`src/rtl/usr_nbit_seq.sv`:
```
// Universal N-bit shift/rotate register with a single-op path and a
// multi-cycle "shift by N" sequencer reporting busy/done.
module usr_nbit_seq #(
  parameter int WIDTH = 8,
  parameter int CW    = $clog2(WIDTH) + 1
) (
  input  logic             clk,
  input  logic             rst,
  input  logic             en,
  input  logic [2:0]       select,
  input  logic [WIDTH-1:0] d_in,
  input  logic             ser_r_in,
  input  logic             ser_l_in,
  input  logic             start,
  input  logic [CW-1:0]    shamt,
  output logic [WIDTH-1:0] q,
  output logic             so_msb,
  output logic             so_lsb,
  output logic             busy,
  output logic             done
);

  typedef enum logic {
    IDLE = 1'b0,
    RUN  = 1'b1
  } state_t;

  state_t            state;
  logic [2:0]        mode_reg;
  logic [CW-1:0]     count_reg;

  function automatic logic [WIDTH-1:0] step(
    input logic [2:0]       m,
    input logic [WIDTH-1:0] cur,
    input logic [WIDTH-1:0] din,
    input logic             sr,
    input logic             sl
  );
    logic [WIDTH-1:0] res;
    res = cur;
    case (m)
      3'b000: res = cur;
      3'b001: res = {sr, cur[WIDTH-1:1]};
      3'b010: res = {cur[WIDTH-2:0], sl};
      3'b011: res = din;
      3'b100: res = {cur[0], cur[WIDTH-1:1]};
      3'b101: res = {cur[WIDTH-2:0], cur[WIDTH-1]};
      3'b110: res = {cur[WIDTH-1], cur[WIDTH-1:1]};
      default: res = '0;
    endcase
    return res;
  endfunction

  // Only these modes make sense to repeat; anything else completes at once.
  function automatic logic is_shift(input logic [2:0] m);
    return (m == 3'b001) || (m == 3'b010) || (m == 3'b100) ||
           (m == 3'b101) || (m == 3'b110);
  endfunction

  always_ff @(posedge clk or posedge rst) begin
    if (rst) begin
      state     <= IDLE;
      q         <= '0;
      busy      <= 1'b0;
      done      <= 1'b0;
      count_reg <= '0;
      mode_reg  <= 3'b000;
    end else begin
      done <= 1'b0;
      case (state)
        RUN: begin
          // Serial inputs are sampled live on every step of the sequence.
          q         <= step(mode_reg, q, d_in, ser_r_in, ser_l_in);
          count_reg <= count_reg - CW'(1);
          if (count_reg == CW'(1)) begin
            state <= IDLE;
            busy  <= 1'b0;
            done  <= 1'b1;
          end
        end
        default: begin
          if (start) begin
            mode_reg  <= select;
            count_reg <= shamt;
            if (shamt == '0 || !is_shift(select)) begin
              done <= 1'b1;
            end else begin
              state <= RUN;
              busy  <= 1'b1;
            end
          end else if (en) begin
            q <= step(select, q, d_in, ser_r_in, ser_l_in);
          end
        end
      endcase
    end
  end

  assign so_msb = q[WIDTH-1];
  assign so_lsb = q[0];

endmodule

```
`config.mk`:
```
export PLATFORM = sky130hd
export DESIGN_NAME = usr_nbit_seq
export DESIGN_NICKNAME = d
export VERILOG_FILES = /design/src/rtl/usr_nbit_seq.sv
export SDC_FILE = /design/constraint.sdc
export NUM_CORES = 1
export LEC_CHECK = 0
export CAP_MARGIN = 20
export CELL_PAD_IN_SITES_DETAIL_PLACEMENT = 1
export CELL_PAD_IN_SITES_GLOBAL_PLACEMENT = 1
export CORE_AREA = 4 4 70 72
export CTS_CLUSTER_DIAMETER = 100
export DETAILED_ROUTE_END_ITERATION = 8
export DIE_AREA = 0 0 74 76
export MAX_ROUTING_LAYER = met4
export PLACE_DENSITY = 0.77
export SETUP_SLACK_MARGIN = 0.02
export SKIP_LAST_GASP = 1
export SYNTH_ARGS = -nofsm -noshare
export SYNTH_HDL_FRONTEND = slang
export SYNTH_SLANG_ARGS = --single-unit
```
`constraint.sdc`:
```
create_clock -name clk -period 2.2 [get_ports clk]
set_input_delay 0.33 -clock clk [delete_from_list [all_inputs] [get_ports clk]]
set_output_delay 0.33 -clock clk [all_outputs]
set_load 0.01 [all_outputs]
```
==> impl_metrics.yaml, run 1 <==
run_status:
  outcome: "finished clean"
global_route:
  grt_max_degree: 19
  grt_first_pass_wirelength_um: 8850
  gr-total-overflow: 0
  grt_util_all_layers_pct: 20.1
  antenna_found_initial: 0
  grt_pass1_vias: 1775
clocking:
  cts-root-buf: "clkbuf_8"
  clkLatencyLatePin_ns: 0.26
  postCtsResizedCells: 0
  cts_setup_buffers: 0
  clk_pin_slew_worst_paths_ns: 0.07
  clock_sinks: 18
  cts_buffer_depth: 2
  htreeDepth: 1
  ctsHoldBuffers: 0
  cts_tree: "built"
  cts_buffers: 3
timing:
  finalSetupViolations: 0
  hold_viol_final: 0
  rsz0062_at_grt: "false"
  fin_skew_ns: 0.00140
  slew_headroom_pct: 65.5
  fmax_ghz: 0.497
  slew_viol_final: 0
  fin_ws_ns: 0.187
  min_period_ns: 2.01
  worst_slew_pin_slew_ns: 0.514
  period_share_pct: 91.5
pwr:
  ir_drop_uv: 553
  leakagePower_nw: 0.869
  p_switching_mw: 1.11
  p_comb_share_pct: 58.0
  clkPwrFrac_pct: 9.8
  seqPwrFrac_pct: 32.2
  netSwitchingFraction_pct: 46.3
  p_int_mw: 1.28
  powerDensity_nw_per_um2: 1170
critical_path:
  critPathBufInv: 2
  crit_required_ns: 2.33
  start_kind: "input pin"
  crit_type: "input pin to flip-flop"
  crit_path_frequent_cell: "a221oi_1"
  crit_slowest_cell: "clkdlybuf4s50_1"
  arrival_ns: 2.15
  end_kind: "flip-flop"
  cp_top_family: "buffers and inverters"
  crit_fanout: 5
  max_stage_delay_ns: 0.60
  crit_chain: "clkdlybuf4s50_1 > buf_4 > mux2_2 > a221oi_1 > a31oi_1 > a221oi_1 > a21oi_1"
die:
  row_count: 24
  die_y_um: 76
  io_pins: 33
  die_x_um: 74
  die_area_um2: 5620
  core_um2: 4290
  start_util_pct: 36.5
synth:
  syn_area_um2: 1570
  synth_fp_nets: 214
  synth_xor_xnor_area_share_pct: 0
  synth_top_family_by_area: "compound AO/OA/AOI/OAI gates"
  synth_fa_ha_area_share_pct: 1.60
  ys_seq_elements: 18
  synthMuxAreaShare_pct: 11.5
  syn-instance-count: 191
  synth_area_per_cell_um2: 8.21
  yosysWarnings: 0
  synthDistinctLibCells: 41
  synth-compound-area-share_pct: 29.3
  synthSimpleGateAreaFrac_pct: 21.1
  ys_seq_area_share_pct: 28.7
route:
  ant_nets: 0
  drt-total-wl_um: 5270
  drcViolationCount: 0
  wl_per_cell_um: 18.8
  routed_via_density: 6.05
  dr.pass1.iters: 4
  via_count: 1699
  drt_iter0_drc: 166
cells_and_area:
  fin_nets: 254
  nFillCells: 522
  synthToLayoutAreaGrowth_pct: 30.4
  largest_reg_flops: 8
  drive_gt1_share_pct: 16.6
  multi_input_area_um2: 995
  diodes: 0
  regArea_um2: 450
  finalInstanceArea_um2: 2040
flow_run:
  drv_cap: 0
placed_design:
  dp_hpwl_um: 3940
  io_buffers: 32
  dp_slack_ns: -0.0718
  place_area_um2: 2000
  gp_congestion: 0.872
min_path:
  holdCritPathClass: "input pin to asynchronous set/reset pin"
stage by stage:
step | hold WS [ns] | std cells | TNS, ns | utilization [%] | power [mW]
2_1_floorplan | 0.269 | 191 | 0 | - | 1.63
5_1_grt | 0.425 | 281 | 0 | 47.6 | 2.59
6_report | 0.391 | 281 | 0 | 47.6 | 2.39
3_5_place_dp | 0.475 | 278 | -0.0763 | 46.6 | 2.15
3_3_place_gp | 0.472 | 278 | -0.0336 | 46.6 | 2.11
4_1_cts | 0.396 | 281 | 0 | 47.6 | 2.40
layout make-up:
cell class                      instances  share of cell area, %
Clock buffer                            3                   2.02
Inverter                               10                   1.84
Multi-Input combinational cell        148                   48.7
Sequential cell                        18                   22.0
Tap cell                               52                   3.18
Timing Repair Buffer                   50                   22.3
final timing paths:
kind | startpoint | to | slack [ns] | cells past startpoint
worst min-delay path | rst | busy | 0.39 | 3
worst min register to register | busy | busy | 0.49 | 2
worst max register to register | mode_reg[1] | q[5] | 0.28 | 6
max in group asynchronous | rst | mode_reg[2] | 1.60 | 3
worst max-delay path | select[1] | q[0] | 0.19 | 7
min in group clk | busy | busy | 0.49 | 2
power by group through the flow:
| stage | logic (mW) | clock network (mW) | registers [mW] |
|---|---|---|---|
| global placement | 1.34 | 0 | 0.770 |
| floorplan | 1.01 | 0 | 0.618 |
| CTS | 1.39 | 0.244 | 0.767 |
| detailed placement | 1.38 | 0 | 0.772 |
| finish | 1.39 | 0.234 | 0.771 |
| global route | 1.53 | 0.251 | 0.810 |
cell families (layout without fill, tap and decap cells):
logic type / count (synthesis) / count (layout)
buffers and inverters: 25 / 63
AO/OA/AOI/OAI: 65 / 65
flip-flops: 18 / 18
multiplexers: 16 / 16
adder cells (fa/ha/maj): 2 / 2
AND/OR/NAND/NOR: 65 / 65
cells in the mapped netlist, drive strengths merged:
master | count | area [um^2]
nand2 | 22 | 82.6
dfrtp | 18 | 450
mux2 | 13 | 150
a21oi | 12 | 60.1
nor2 | 12 | 52.6
a221oi | 11 | 96.3
buf | 11 | 70.1
o21ai | 11 | 58.8
inv | 10 | 37.5
nor2b | 9 | 56.3
a22oi | 6 | 45.0
nand3 | 6 | 30.0
a21o | 5 | 37.5
nand2b | 5 | 31.3
o22ai | 5 | 31.3
a222oi | 4 | 40.0
clkbuf | 4 | 15.0
a211oi | 3 | 22.5
mux2i | 3 | 30.0
nor3 | 3 | 20.0
a31oi | 2 | 12.5
and2 | 2 | 12.5
ha | 2 | 25.0
or3 | 2 | 12.5
a221o | 1 | 10.0
a311oi | 1 | 8.76
a32o | 1 | 10.0
and3 | 1 | 6.26
and3b | 1 | 12.5
nand3b | 1 | 7.51
nor4 | 1 | 6.26
o211a | 1 | 10.0
o221ai | 1 | 8.76
o31ai | 1 | 7.51
cell usage in the layout, fill, tap and decap left out, drive strengths merged, types with 6 or more instances in the layout:
master / instances
nor2: 12
inv: 10
a221oi: 11
a22oi: 6
o21ai: 11
dfrtp: 18
nand3: 6
buf: 18
clkdlybuf4s50: 32
a21oi: 12
mux2: 13
nor2b: 9
nand2: 22
tightest hold or removal path, cell delays in order:
cell             delay (ns)
clkdlybuf4s50_1        0.39
inv_1                  0.05
buf_4                  0.26
metal layers:
layer	track usage (%)	part of all wire, %
met5	-	0
met4	4.89	1.1
met3	2.51	5.0
met2	30.2	47
met1	28.6	47
(Power assumes the default switching activity.)
==> run 2: changes to the inputs <==
- ABC_AREA: unset -> 1
==> run 2 against run 1 <==
- utilization is 4.5 points lower
- critical path type is now flip-flop to output port
- largest power group unchanged
- total power is 16% lower
- largest cell class unchanged
- die area unchanged
- critical endpoint is now q[7]
- critical path depth decreased by 6
==> impl_metrics.yaml, run 2 <==
timing:
  min_period_ns: 1.72
  rsz0062_at_grt: "false"
  fin_ws_ns: 0.477
  hold_viol_final: 0
  slew_viol_final: 0
  fmax_ghz: 0.580
  finalSetupViolations: 0
  slew_headroom_pct: 72.8
  tns_ns: 0
  period_share_pct: 78.3
  fin_skew_ns: 0.00200
  worst_slew_pin_slew_ns: 0.407
clocking:
  cts-root-buf: "clkbuf_8"
  postCtsResizedCells: 0
  cts_buffer_depth: 2
  cts_tree: "built"
  htreeDepth: 1
  ctsHoldBuffers: 0
  clock_sinks: 18
  cts_setup_buffers: 0
  clk_pin_slew_worst_paths_ns: 0.08
  cts_buffers: 3
  clkLatencyLatePin_ns: 0.27
global_route:
  grt_pass1_vias: 1639
  grt_max_degree: 19
  grtUsageMet3_pct: 3.17
  antenna_found_initial: 0
  grt_util_all_layers_pct: 18.5
  use_met1_pct: 23.4
  gr-total-overflow: 0
  top_usage_layer: "met2"
  gr-usage-met2_pct: 30.2
  grt_first_pass_wirelength_um: 7940
critical_path:
  crit_chain: "clkdlybuf4s50_1"
  crit_slowest_cell: "clkdlybuf4s50_1"
  critPathBufInv: 1
  critPathCapture: "q[7]"
  r2r_start: "mode_reg[0]"
  start_kind: "flip-flop"
  reg2reg_depth: 8
  setup.worst_path.start: "q[7]"
  cp_top_family: "buffers and inverters"
  ff2ff_setup_slack_ns: 0.79
  crit_fanout: 7
  arrival_ns: 1.39
  max_stage_delay_ns: 0.60
  r2r-end: "q[4]"
  crit_required_ns: 1.87
  crit_type: "flip-flop to output port"
  end_kind: "output port"
  cp.depth: 1
synth:
  synth_most_common_cell: "nand2_1"
  ys_seq_area_share_pct: 31.5
  yosysWarnings: 0
  synth_fp_nets: 253
  synth-main-ff-cell: "dfrtp_1"
  synth_area_per_cell_um2: 6.21
  async_flop_share_pct: 100
  synth_area_leaders: "dfrtp_1 (32%), nand2_1 (30%), nand3_1 (7.4%)"
  synth_edf_count: 0
  yosysTopAreaCell: "dfrtp_1"
  ys_seq_elements: 18
  synthDistinctLibCells: 27
  syn-instance-count: 230
  yosys-top-cells-count: "nand2_1 (115), nand3_1 (21), dfrtp_1 (18)"
  syn_area_um2: 1430
  synth_top_area_share_pct: 31.5
min_path:
  holdCritPathClass: "input pin to asynchronous set/reset pin"
flow_run:
  drv_cap: 0
die:
  die_x_um: 74
  die_area_um2: 5620
  io_pins: 33
  start_util_pct: 33.3
  row_count: 24
  core_um2: 4290
  die_y_um: 76
run_status:
  outcome: "finished clean"
cells_and_area:
  nFillCells: 597
  largest_reg_flops: 8
  layout_commonest_cell: "nand2_1"
  drive_gt1_share_pct: 9.13
  diodes: 0
  fin_nets: 287
  layout_common_cells: "nand2_1 (115), clkdlybuf4s50_1 (32), nand3_1 (21), dfrtp_1 (18), inv_1 (15)"
  synthToLayoutAreaGrowth_pct: 29.4
route:
  dr.pass1.iters: 4
  drt_iter0_drc: 127
  drcViolationCount: 0
  ant_nets: 0
  routed_via_density: 5.08
  drt-total-wl_um: 4610
  via_count: 1599
  wl_per_cell_um: 14.6
placed_design:
  gp_congestion: 0.812
  io_buffers: 32
  dp_slack_ns: 0.315
  dp_hpwl_um: 3540
pwr:
  powerDensity_nw_per_um2: 1080
  leakagePower_nw: 0.929
  ir_drop_uv: 398
  total_power_mw: 2.00
## run 2: cell types whose count changed after synthesis, moves of 9 or more
| cell | before | now |
|---|---|---|
| nand2_1 | 22 | 115 |
| mux2_2 | 12 | 0 |
| a221oi_1 | 11 | 0 |
| nand4_1 | 0 | 10 |
| nor2b_1 | 9 | 0 |
| a21oi_1 | 12 | 1 |
| nand3_1 | 6 | 21 |
## run 2: area by class of cell
cell class	count	area (um^2)	share of cell area [%]
clock buffers	4	55.1	2.98
inverters	20	77.6	4.19
multi-input cells	185	851	46.0
flip-flops and latches	18	450	24.4
well taps	52	65.1	3.52
repair buffers	36	350	18.9
## run 2: layer usage
layer  part of all wire (%)  vias to the layer above
met3                    4.4                        5
met1                     45                      759
met2                     49                       30
li1                       -                      805
met5                      0                        -
met4                    1.1                        0
## run 2: how the worst min path moves through the flow
stage	start	endpoint	slack (ns)	depth (start not counted)
floorplan	rst	busy	0.27	1
global placement	busy	busy	0.47	2
detailed placement	busy	busy	0.48	2
CTS	rst	count_reg[1]	0.38	3
global route	rst	count_reg[1]	0.42	3
finish	rst	count_reg[1]	0.39	3
## run 2: per-stage QoR
step	utilization [%]	instances	area (um^2)	hold WS, ns
after floorplan	-	230	1430	0.269
after global placement	41.8	311	1790	0.473
after detailed placement	41.8	311	1790	0.483
after CTS	43.1	315	1850	0.384
after global routing	43.1	315	1850	0.416
final	43.1	315	1850	0.388
## run 2: power breakdown
group	total, mW	internal, mW	switching, mW
clock	0.291	0.160	0.131
sequential	0.628	0.454	0.174
combinational	1.08	0.419	0.660
## run 2: worst register-to-register path, stage by stage, from the launching register on
cell and delay (ns):
dfrtp_1 0.54, inv_2 0.11, nor3_4 0.32, nand2_1 0.09, nand3_1 0.08, nand2_1 0.05, nand2_1 0.05, nand2_1 0.05
nand2_1 0.06
## run 2: cells by family after synthesis
group	after synthesis	share of synthesized area (%)
AO/OA/AOI/OAI	13	5.52
flip-flops	18	31.5
AND/OR/NAND/NOR	169	51.7
XOR/XNOR	1	0.613
buffers and inverters	27	8.93
adder cells (fa/ha/maj)	2	1.75
==> run 3: changes to the inputs <==
- CORE_AREA: 4 4 70 72 -> 4 4 73 75
- DIE_AREA: 0 0 74 76 -> 0 0 77 79
- PLACE_DENSITY: 0.77 -> 0.74
- clock period: 2.2 -> 1.5 ns (I/O delays scaled with it)
==> run 3 against run 2 <==
- global-route usage down 1.1 points
- count of clock-buffer cells in the layout unchanged
- first-iteration DRC count up 23%
- via count up 4.8%
- critical path depth unchanged
- sequential cell count unchanged
- critical path type unchanged
- highest routed layer unchanged
==> impl_metrics.yaml, run 3 (synthesis results as in run 2) <==
timing:
  slew_viol_final: 0
  min_period_ns: 1.41
  tns_ns: 0
  worst_slew_pin_slew_ns: 0.288
  hold-worst-slack_ns: 0.283
  fin_skew_ns: 0.000820
  slew_headroom_pct: 80.7
  rsz0062_at_grt: "false"
  hold_viol_final: 0
  fmax_ghz: 0.709
  finalSetupViolations: 0
  period_share_pct: 94.1
critical_path:
  end_kind: "output port"
  max_stage_delay_ns: 0.54
  arrival_ns: 1.19
  crit_chain: "clkdlybuf4s50_1"
  start_kind: "flip-flop"
  crit_required_ns: 1.27
  crit_type: "flip-flop to output port"
  critPathBufInv: 1
  cp_top_family: "buffers and inverters"
  crit_fanout: 3
  crit_slowest_cell: "clkdlybuf4s50_1"
global_route:
  grt_util_all_layers_pct: 17.4
  grt_pass1_vias: 1735
  grt_max_degree: 19
  grt_first_pass_wirelength_um: 8370
  antenna_found_initial: 0
  gr-total-overflow: 0
min_path:
  holdCritPathClass: "input pin to asynchronous set/reset pin"
route:
  ant_nets: 0
  via_count: 1675
  drt-total-wl_um: 4840
  dr.pass1.iters: 4
  drt_iter0_drc: 156
  drcViolationCount: 0
  routed_via_density: 4.93
  wl_per_cell_um: 14.2
die:
  start_util_pct: 30.7
  die_y_um: 79
  die_x_um: 77
  io_pins: 33
  row_count: 25
  die_area_um2: 6080
  core_um2: 4660
clocking:
  cts_tree: "built"
  htreeDepth: 1
  clk_pin_slew_worst_paths_ns: 0.07
  cts_buffers: 3
  ctsHoldBuffers: 0
  clkLatencyLatePin_ns: 0.25
  cts_buffer_depth: 2
  clock_sinks: 18
  cts-root-buf: "clkbuf_8"
cells_and_area:
  diodes: 0
  drive_gt1_share_pct: 18.2
  layout_commonest_cell: "nand2_1"
  largest_reg_flops: 8
  layout_common_cells: "nand2_1 (115), clkdlybuf4s50_1 (29), buf_4 (26), nand3_1 (21), inv_1 (15)"
  fin_nets: 310
  fin_cells: 340
  synthToLayoutAreaGrowth_pct: 43.5
  nFillCells: 621
pwr:
  total_power_mw: 3.14
  ir_drop_uv: 894
  powerDensity_nw_per_um2: 1530
  leakagePower_nw: 1.07
flow_run:
  drv_cap: 0
placed_design:
  io_buffers: 32
  dp_hpwl_um: 3940
  gp_congestion: 0.930
  dp.cells: 334
run_status:
  outcome: "finished clean"
[run 3: cell types whose count changed in the layout (fill, tap and decap cells not counted), sizes merged]
cell	change
dlymetal6s2s	+3
buf	+23
clkdlybuf4s50	-3
[run 3: through the flow]
step	worst slack (ns)	util (%)	cell area [um^2]
final	0.0886	44.0	2050
after global routing	0.0242	44.0	2050
after detailed placement	-0.203	42.2	1970
after CTS	0.0344	43.6	2030
after global placement	-0.162	42.2	1970
after floorplan	0.328	-	1430
[run 3: cell type report]
class | instances | area [um^2] | area share (%)
multi-input cells | 185 | 851 | 41.5
clock buffers | 4 | 55.1 | 2.68
flip-flops and latches | 18 | 457 | 22.3
repair buffers | 59 | 543 | 26.5
inverters | 20 | 77.6 | 3.78
well taps | 54 | 67.6 | 3.29
[run 3: repair_timing]
| action | in CTS | in global routing |
|---|---|---|
| buffers inserted | 1 | 1 |
| pin swaps | 0 | 0 |
| setup endpoints to repair | 3 | 8 |
| resized for setup | 2 | 6 |
[run 3: metal layers]
layer  global-route usage [%]  routed length [um]  vias to the layer above
met5                        -                   0                        -
met4                     4.27                  24                        0
met3                     2.38                 215                        2
met2                     28.5                2290                       34
met1                     22.9                2310                      793
li1                         -                   -                      846
[run 3: final timing paths]
path,startpoint,endpoint,slack (ns),cells after the start
setup / recovery,q[0],q[0],0.09,1
hold / removal,rst,count_reg[0],0.28,3
setup reg to reg,q[0],q[7],0.14,12
hold reg to reg,busy,busy,0.50,2
max in group asynchronous,rst,mode_reg[1],1.01,3
min in group clk,select[2],mode_reg[2],0.43,3
[run 3: worst register-to-register path: cells and delay by family, from the launching register on]
kind | cells | cell delay, ns
and+or+nand+nor | 8 | 0.46
DFF | 1 | 0.43
buffers and inverters | 4 | 0.38
[run 3: where the power goes]
group | internal, mW | total [mW] | switching (mW) | leakage, nW
Combinational | 0.799 | 1.87 | 1.07 | 0.818
Sequential | 0.679 | 0.876 | 0.198 | 0.222
Clock | 0.233 | 0.393 | 0.160 | 0.0288
Total | 1.71 | 3.14 | 1.43 | 1.07
